**config.mk**
```make
export PLATFORM = sky130hd
export DESIGN_NAME = trigger_driver
export DESIGN_NICKNAME = d
export VERILOG_FILES = /design/src/rtl/trigger_driver.sv
export SDC_FILE = /design/constraint.sdc
export NUM_CORES = 1
export LEC_CHECK = 0
export ABC_AREA = 1
export CAP_MARGIN = 20
export CORE_MARGIN = 5
export CORE_UTILIZATION = 25
export CTS_BUF_LIST = sky130_fd_sc_hd__clkbuf_2
export DETAILED_ROUTE_END_ITERATION = 12
export GPL_ROUTABILITY_DRIVEN = 0
export PLACE_DENSITY = 0.53
export SKIP_LAST_GASP = 1
export SYNTH_ARGS = -nofsm -noshare
export SYNTH_HDL_FRONTEND = slang
export SYNTH_SLANG_ARGS = --single-unit
```
**constraint.sdc**
```tcl
create_clock -name clk -period 4.24 [get_ports clk]
set_input_delay 0.848 -clock clk [delete_from_list [all_inputs] [get_ports clk]]
set_output_delay 0.848 -clock clk [all_outputs]
set_load 0.03 [all_outputs]
```
**src/rtl/trigger_driver.sv**
```systemverilog
// rtl/trigger_driver.sv - Timer or ECG-gated trigger pulse generator with burst counting,
// optional ECG delay and refractory holdoff.
module trigger_driver #(
   parameter int CNT_W       = 10,
   parameter int PERIOD_W    = 32,
   parameter int SYNC_STAGES = 2
) (
   input  logic                clk,
   input  logic                rst_n,
   input  logic                en,
   input  logic [1:0]          mode,
   input  logic [PERIOD_W-1:0] period,
   input  logic [PERIOD_W-1:0] delay,
   input  logic [PERIOD_W-1:0] holdoff,
   input  logic [CNT_W-1:0]    burst_len,
   input  logic                ecg_sync,
   output logic                done,
   output logic [CNT_W-1:0]    count,
   output logic                busy,
   output logic                finished,
   output logic                missed
);
   localparam logic [1:0] MODE_TIMER   = 2'b00;
   localparam logic [1:0] MODE_ECG_DLY = 2'b10;
   localparam logic [1:0] MODE_RSVD    = 2'b11;

   typedef enum logic [2:0] {S_IDLE, S_ARM, S_DELAY, S_HOLDOFF, S_FINISH} state_t;
   state_t state, state_d;

   logic [SYNC_STAGES-1:0] sync_q;
   logic [SYNC_STAGES:0]   warm_q;
   logic                   ecg_dly_q;
   logic                   ecg_edge_q;

   logic [1:0]          mode_q;
   logic [PERIOD_W-1:0] period_q, delay_q, holdoff_q;
   logic [CNT_W-1:0]    burst_q;
   logic [PERIOD_W-1:0] timer, timer_d;
   logic [PERIOD_W-1:0] period_eff;
   logic [CNT_W-1:0]    count_d, count_inc;
   logic                done_d, missed_d, fire, capture;

   // warm_q masks the edge that would otherwise appear while the chain fills after
   // reset with ecg_sync already high.
   always_ff @(posedge clk or negedge rst_n) begin
      if (!rst_n) begin
         sync_q     <= '0;
         warm_q     <= '0;
         ecg_dly_q  <= 1'b0;
         ecg_edge_q <= 1'b0;
      end else begin
         sync_q     <= {sync_q[SYNC_STAGES-2:0], ecg_sync};
         warm_q     <= {warm_q[SYNC_STAGES-1:0], 1'b1};
         ecg_dly_q  <= sync_q[SYNC_STAGES-1];
         ecg_edge_q <= sync_q[SYNC_STAGES-1] & ~ecg_dly_q & warm_q[SYNC_STAGES];
      end
   end

   assign period_eff = (period_q < PERIOD_W'(2)) ? PERIOD_W'(2) : period_q;
   assign count_inc  = count + CNT_W'(1);
   assign capture    = (state == S_IDLE) && en;

   always_comb begin
      state_d  = state;
      timer_d  = timer;
      count_d  = count;
      done_d   = 1'b0;
      missed_d = missed;
      fire     = 1'b0;
      if (!en) begin
         state_d = S_IDLE;
         timer_d = '0;
         count_d = '0;
      end else begin
         case (state)
            S_IDLE: begin
               if (mode != MODE_RSVD) begin
                  state_d  = S_ARM;
                  timer_d  = '0;
                  count_d  = '0;
                  missed_d = 1'b0;
               end
            end
            S_ARM: begin
               if (mode_q == MODE_TIMER) begin
                  if (timer == period_eff - PERIOD_W'(1)) fire = 1'b1;
                  else timer_d = timer + PERIOD_W'(1);
               end else if (ecg_edge_q) begin
                  if (mode_q == MODE_ECG_DLY && delay_q != '0) begin
                     state_d = S_DELAY;
                     timer_d = '0;
                  end else begin
                     fire = 1'b1;
                  end
               end
            end
            S_DELAY: begin
               if (ecg_edge_q) missed_d = 1'b1;
               if (timer == delay_q - PERIOD_W'(1)) fire = 1'b1;
               else timer_d = timer + PERIOD_W'(1);
            end
            S_HOLDOFF: begin
               if (ecg_edge_q) missed_d = 1'b1;
               if (timer == holdoff_q - PERIOD_W'(1)) begin
                  state_d = S_ARM;
                  timer_d = '0;
               end else begin
                  timer_d = timer + PERIOD_W'(1);
               end
            end
            S_FINISH: state_d = S_FINISH;
            default:  state_d = S_IDLE;
         endcase
         // Zero holdoff goes straight back to ARM so an edge during the done cycle is taken.
         if (fire) begin
            done_d  = 1'b1;
            count_d = count_inc;
            timer_d = '0;
            if (burst_q != '0 && count_inc == burst_q) state_d = S_FINISH;
            else if (mode_q == MODE_TIMER || holdoff_q == '0) state_d = S_ARM;
            else state_d = S_HOLDOFF;
         end
      end
   end

   always_ff @(posedge clk or negedge rst_n) begin
      if (!rst_n) begin
         state     <= S_IDLE;
         timer     <= '0;
         count     <= '0;
         done      <= 1'b0;
         missed    <= 1'b0;
         mode_q    <= '0;
         period_q  <= '0;
         delay_q   <= '0;
         holdoff_q <= '0;
         burst_q   <= '0;
      end else begin
         state  <= state_d;
         timer  <= timer_d;
         count  <= count_d;
         done   <= done_d;
         missed <= missed_d;
         if (capture) begin
            mode_q    <= mode;
            period_q  <= period;
            delay_q   <= delay;
            holdoff_q <= holdoff;
            burst_q   <= burst_len;
         end
      end
   end

   assign busy     = (state == S_ARM) || (state == S_DELAY) || (state == S_HOLDOFF);
   assign finished = (state == S_FINISH);

endmodule

```
==> metrics.yaml <==
hpwl_mm: 27.6
port_buffers: 125
crit_path_max_fanout: 32
criticalPathCategory: "register to register"
layout_commonest_cell: "nand2_1"
syn-num-nets: 1730
rows: 77
drive_gt1_frac: 0.0661
wl_met3_mm: 1.99
drt_iter0_markers: 810
fin_crit_ns: 3.96
synth_top_cell_area_share: 0.364
clockRootBuffer: "clkbuf_2"
swShare: 0.488
final_cell_area_um2: 13400
final_util: 0.303
synth_area_leaders: "dfrtp_1 36%, nand2_1 18%, xor2_1 8.8%"
overflow: 0
ir_drop_mv: 0.202
areaGrowthSynthToFinish_pct: 20.0
top_layer_used: "met4"
cts_tree: "yes"
synthArstFlopShare: 1.00
syn_area_um2: 11100
hold_violations: 0
antenna_found_initial: 3
worstPathRequired_ns: 4.99
placed_cells: 2278
placed_area_um2: 13000
dieArea_um2: 48900
p_sw_w: 0.00357
routed_via_density: 4.48
post-synth-top-area-cell: "dfrtp_1"
cap_violations: 0
grt_max_degree: 147
io_pins: 126
routed-wl-met2_mm: 16.0
skew_ns: 0.0551
final_cell_mix: "541 x nand2_1, 192 x nor2_1, 161 x dfrtp_1"
holdWs_ns: 0.373
drt-met1-wl_mm: 16.7
status: "finished, final reports clean"
numCtsBuffers: 17
synth.avg_cell_area_um2: 6.92
nets: 1831
yosysWarnings: 0
syn_inst: 1611
tightest_slew_ns: 0.600
synth-seq-cells: 162
fin_crit_sh: 0.935
p_total_w: 0.00731
synth_cell_types: 47
antenna_left: 0
clock.fmax_mhz: 252
p_clk_frac: 0.134
endpoint_kind: "register"
fillCellCount: 4855
via_count: 10400
clkSinkCount: 162
clock_latency_ns: 0.86
drv_slew: 0
drc: 0
setup_violations: 0
first_pass_iters: 5
first_global_vias: 10300
p_leak_nw: 6.19
path_clk_slew_ns: 0.29
seq_area_frac_synth: 0.364
die_height_um: 221
clock_path_buffers: 2
start_util: 0.253
totalWireLength_mm: 35.5
intPower_w: 0.00374
fin_cells: 2319
synth_edf_count: 0
hold_class: "register to register"
comb_power_share: 0.492
cp.arrival_ns: 4.71
crit_path_start_kind: "register"
seqPwrFrac: 0.373
coreArea_um2: 44100
gr-usage-all-layers: 0.144
max_slew_margin: 0.600
fp.dieW_um: 221
wl_per_cell_um: 15.3
cts-htree-levels: 4
grt_pass1_wl_mm: 56.5
synth_ff_type: "dfrtp_1"
power.density_nw_per_um2: 547
[cell type report]
cell class | count | area (um^2) | share of cell area
Sequential cell | 162 | 4060 | 0.303
Antenna cell | 2 | 5.00 | 0.000374
Tap cell | 592 | 741 | 0.0554
Inverter | 161 | 604 | 0.0452
Timing Repair Buffer | 139 | 1420 | 0.106
Multi-Input combinational cell | 1231 | 6270 | 0.469
Clock inverter | 14 | 180 | 0.0135
Clock buffer | 18 | 90.1 | 0.00674
[timing repair]
| action | CTS | global route |
|---|---|---|
| setup endpoints to repair | 0 | 41 |
| hold buffers | 0 | 1 |
| setup buffers | 0 | 5 |
| endpoints found under the hold margin | 0 | 30 |
| gates resized for setup | 0 | 10 |
[final timing paths]
check	startpoint	endpoint	slack (ns)	cells past startpoint
setup / recovery	period_q[20]$_DFFE_PN0P_	timer[4]$_DFFE_PN0P_	0.28	27
hold / removal	warm_q[1]$_DFF_PN0_	warm_q[2]$_DFF_PN0_	0.37	0
setup reg to reg	period_q[20]$_DFFE_PN0P_	timer[4]$_DFFE_PN0P_	0.28	27
hold reg to reg	warm_q[1]$_DFF_PN0_	warm_q[2]$_DFF_PN0_	0.37	0
max in group asynchronous	rst_n	holdoff_q[14]$_DFFE_PN0P_	2.84	4
min in group asynchronous	rst_n	state[1]$_DFFE_PN0P_	0.39	2
[synthesized netlist by cell type, types with 5 or more instances]
cell type	number
nand3b_1	7
nand2_1	542
o22ai_1	10
nor2_1	197
nor4_1	7
dfrtp_1	162
nor2_4	7
nand3_1	90
nor3_1	25
a21oi_1	6
xnor2_1	40
inv_2	5
or2_2	9
ha_1	7
inv_1	156
buf_4	5
clkbuf_1	46
nand4_1	37
nand2_2	8
xor2_1	112
o21ai_0	72
nor2_2	16
[metal layers]
layer | track usage | vias up
met5 | 0 | -
met4 | 0.0390 | 0
met3 | 0.0314 | 36
met2 | 0.231 | 324
met1 | 0.198 | 4786
li1 | - | 5242
[cells by family after synthesis]
family,share of synthesized area
and+or+nand+nor,0.372
buffers and inverters,0.0767
DFF,0.364
xor gates and xnor gates,0.126
AOI/OAI and AO/OA,0.0540
adders and majority gates,0.00786
other,0.000337
[metrics by stage]
stage	setup WS [ns]	setup TNS (ns)
final	0.277	0
after detailed placement	0.376	0
after global routing	-0.0327	-0.170
after CTS	0.340	0
after global placement	0.492	0
after floorplan	1.05	0
[worst max-delay path, cell delays in order, from the launching register on]
cell and delay (ns):
dfrtp_1 0.47, nor2_1 0.17, nand2_1 0.10, inv_1 0.11, nand2_1 0.13, nor2_2 0.15, nand2_4 0.12, nand2_1 0.10
ha_1 0.18, nand2_1 0.15, nor2_4 0.20, nand2_2 0.15, nor3_4 0.17, nand2_1 0.10, xor2_1 0.15, a21oi_1 0.17
nand2_1 0.07, nor2_1 0.08, nand3_1 0.17, nand2_1 0.13, nand2_2 0.13, nand2_4 0.16, nor2_4 0.07, nand3_2 0.06
nand2_2 0.07, buf_12 0.16, nand2_1 0.07, nand2_1 0.05
[power groups by stage]
| stage | combinational (W) | sequential (W) | clock (W) |
|---|---|---|---|
| final | 0.00360 | 0.00273 | 0.000980 |
| after global routing | 0.00410 | 0.00282 | 0.00108 |
| after CTS | 0.00357 | 0.00272 | 0.00103 |
| after detailed placement | 0.00355 | 0.00275 | 0 |
| after global placement | 0.00353 | 0.00274 | 0 |
| after floorplan | 0.00267 | 0.00253 | 0 |
[state kept, by name, indices dropped and copies added, names as in the netlist]
name and count:
burst_q 10, count 10, delay_q 32, done 1, ecg_dly_q 1, ecg_edge_q 1, holdoff_q 32, missed 1
mode_q 2, period_q 32, state 3, sync_q 2, timer 32, warm_q 3
Note: power is estimated with default switching activity, not from simulation.
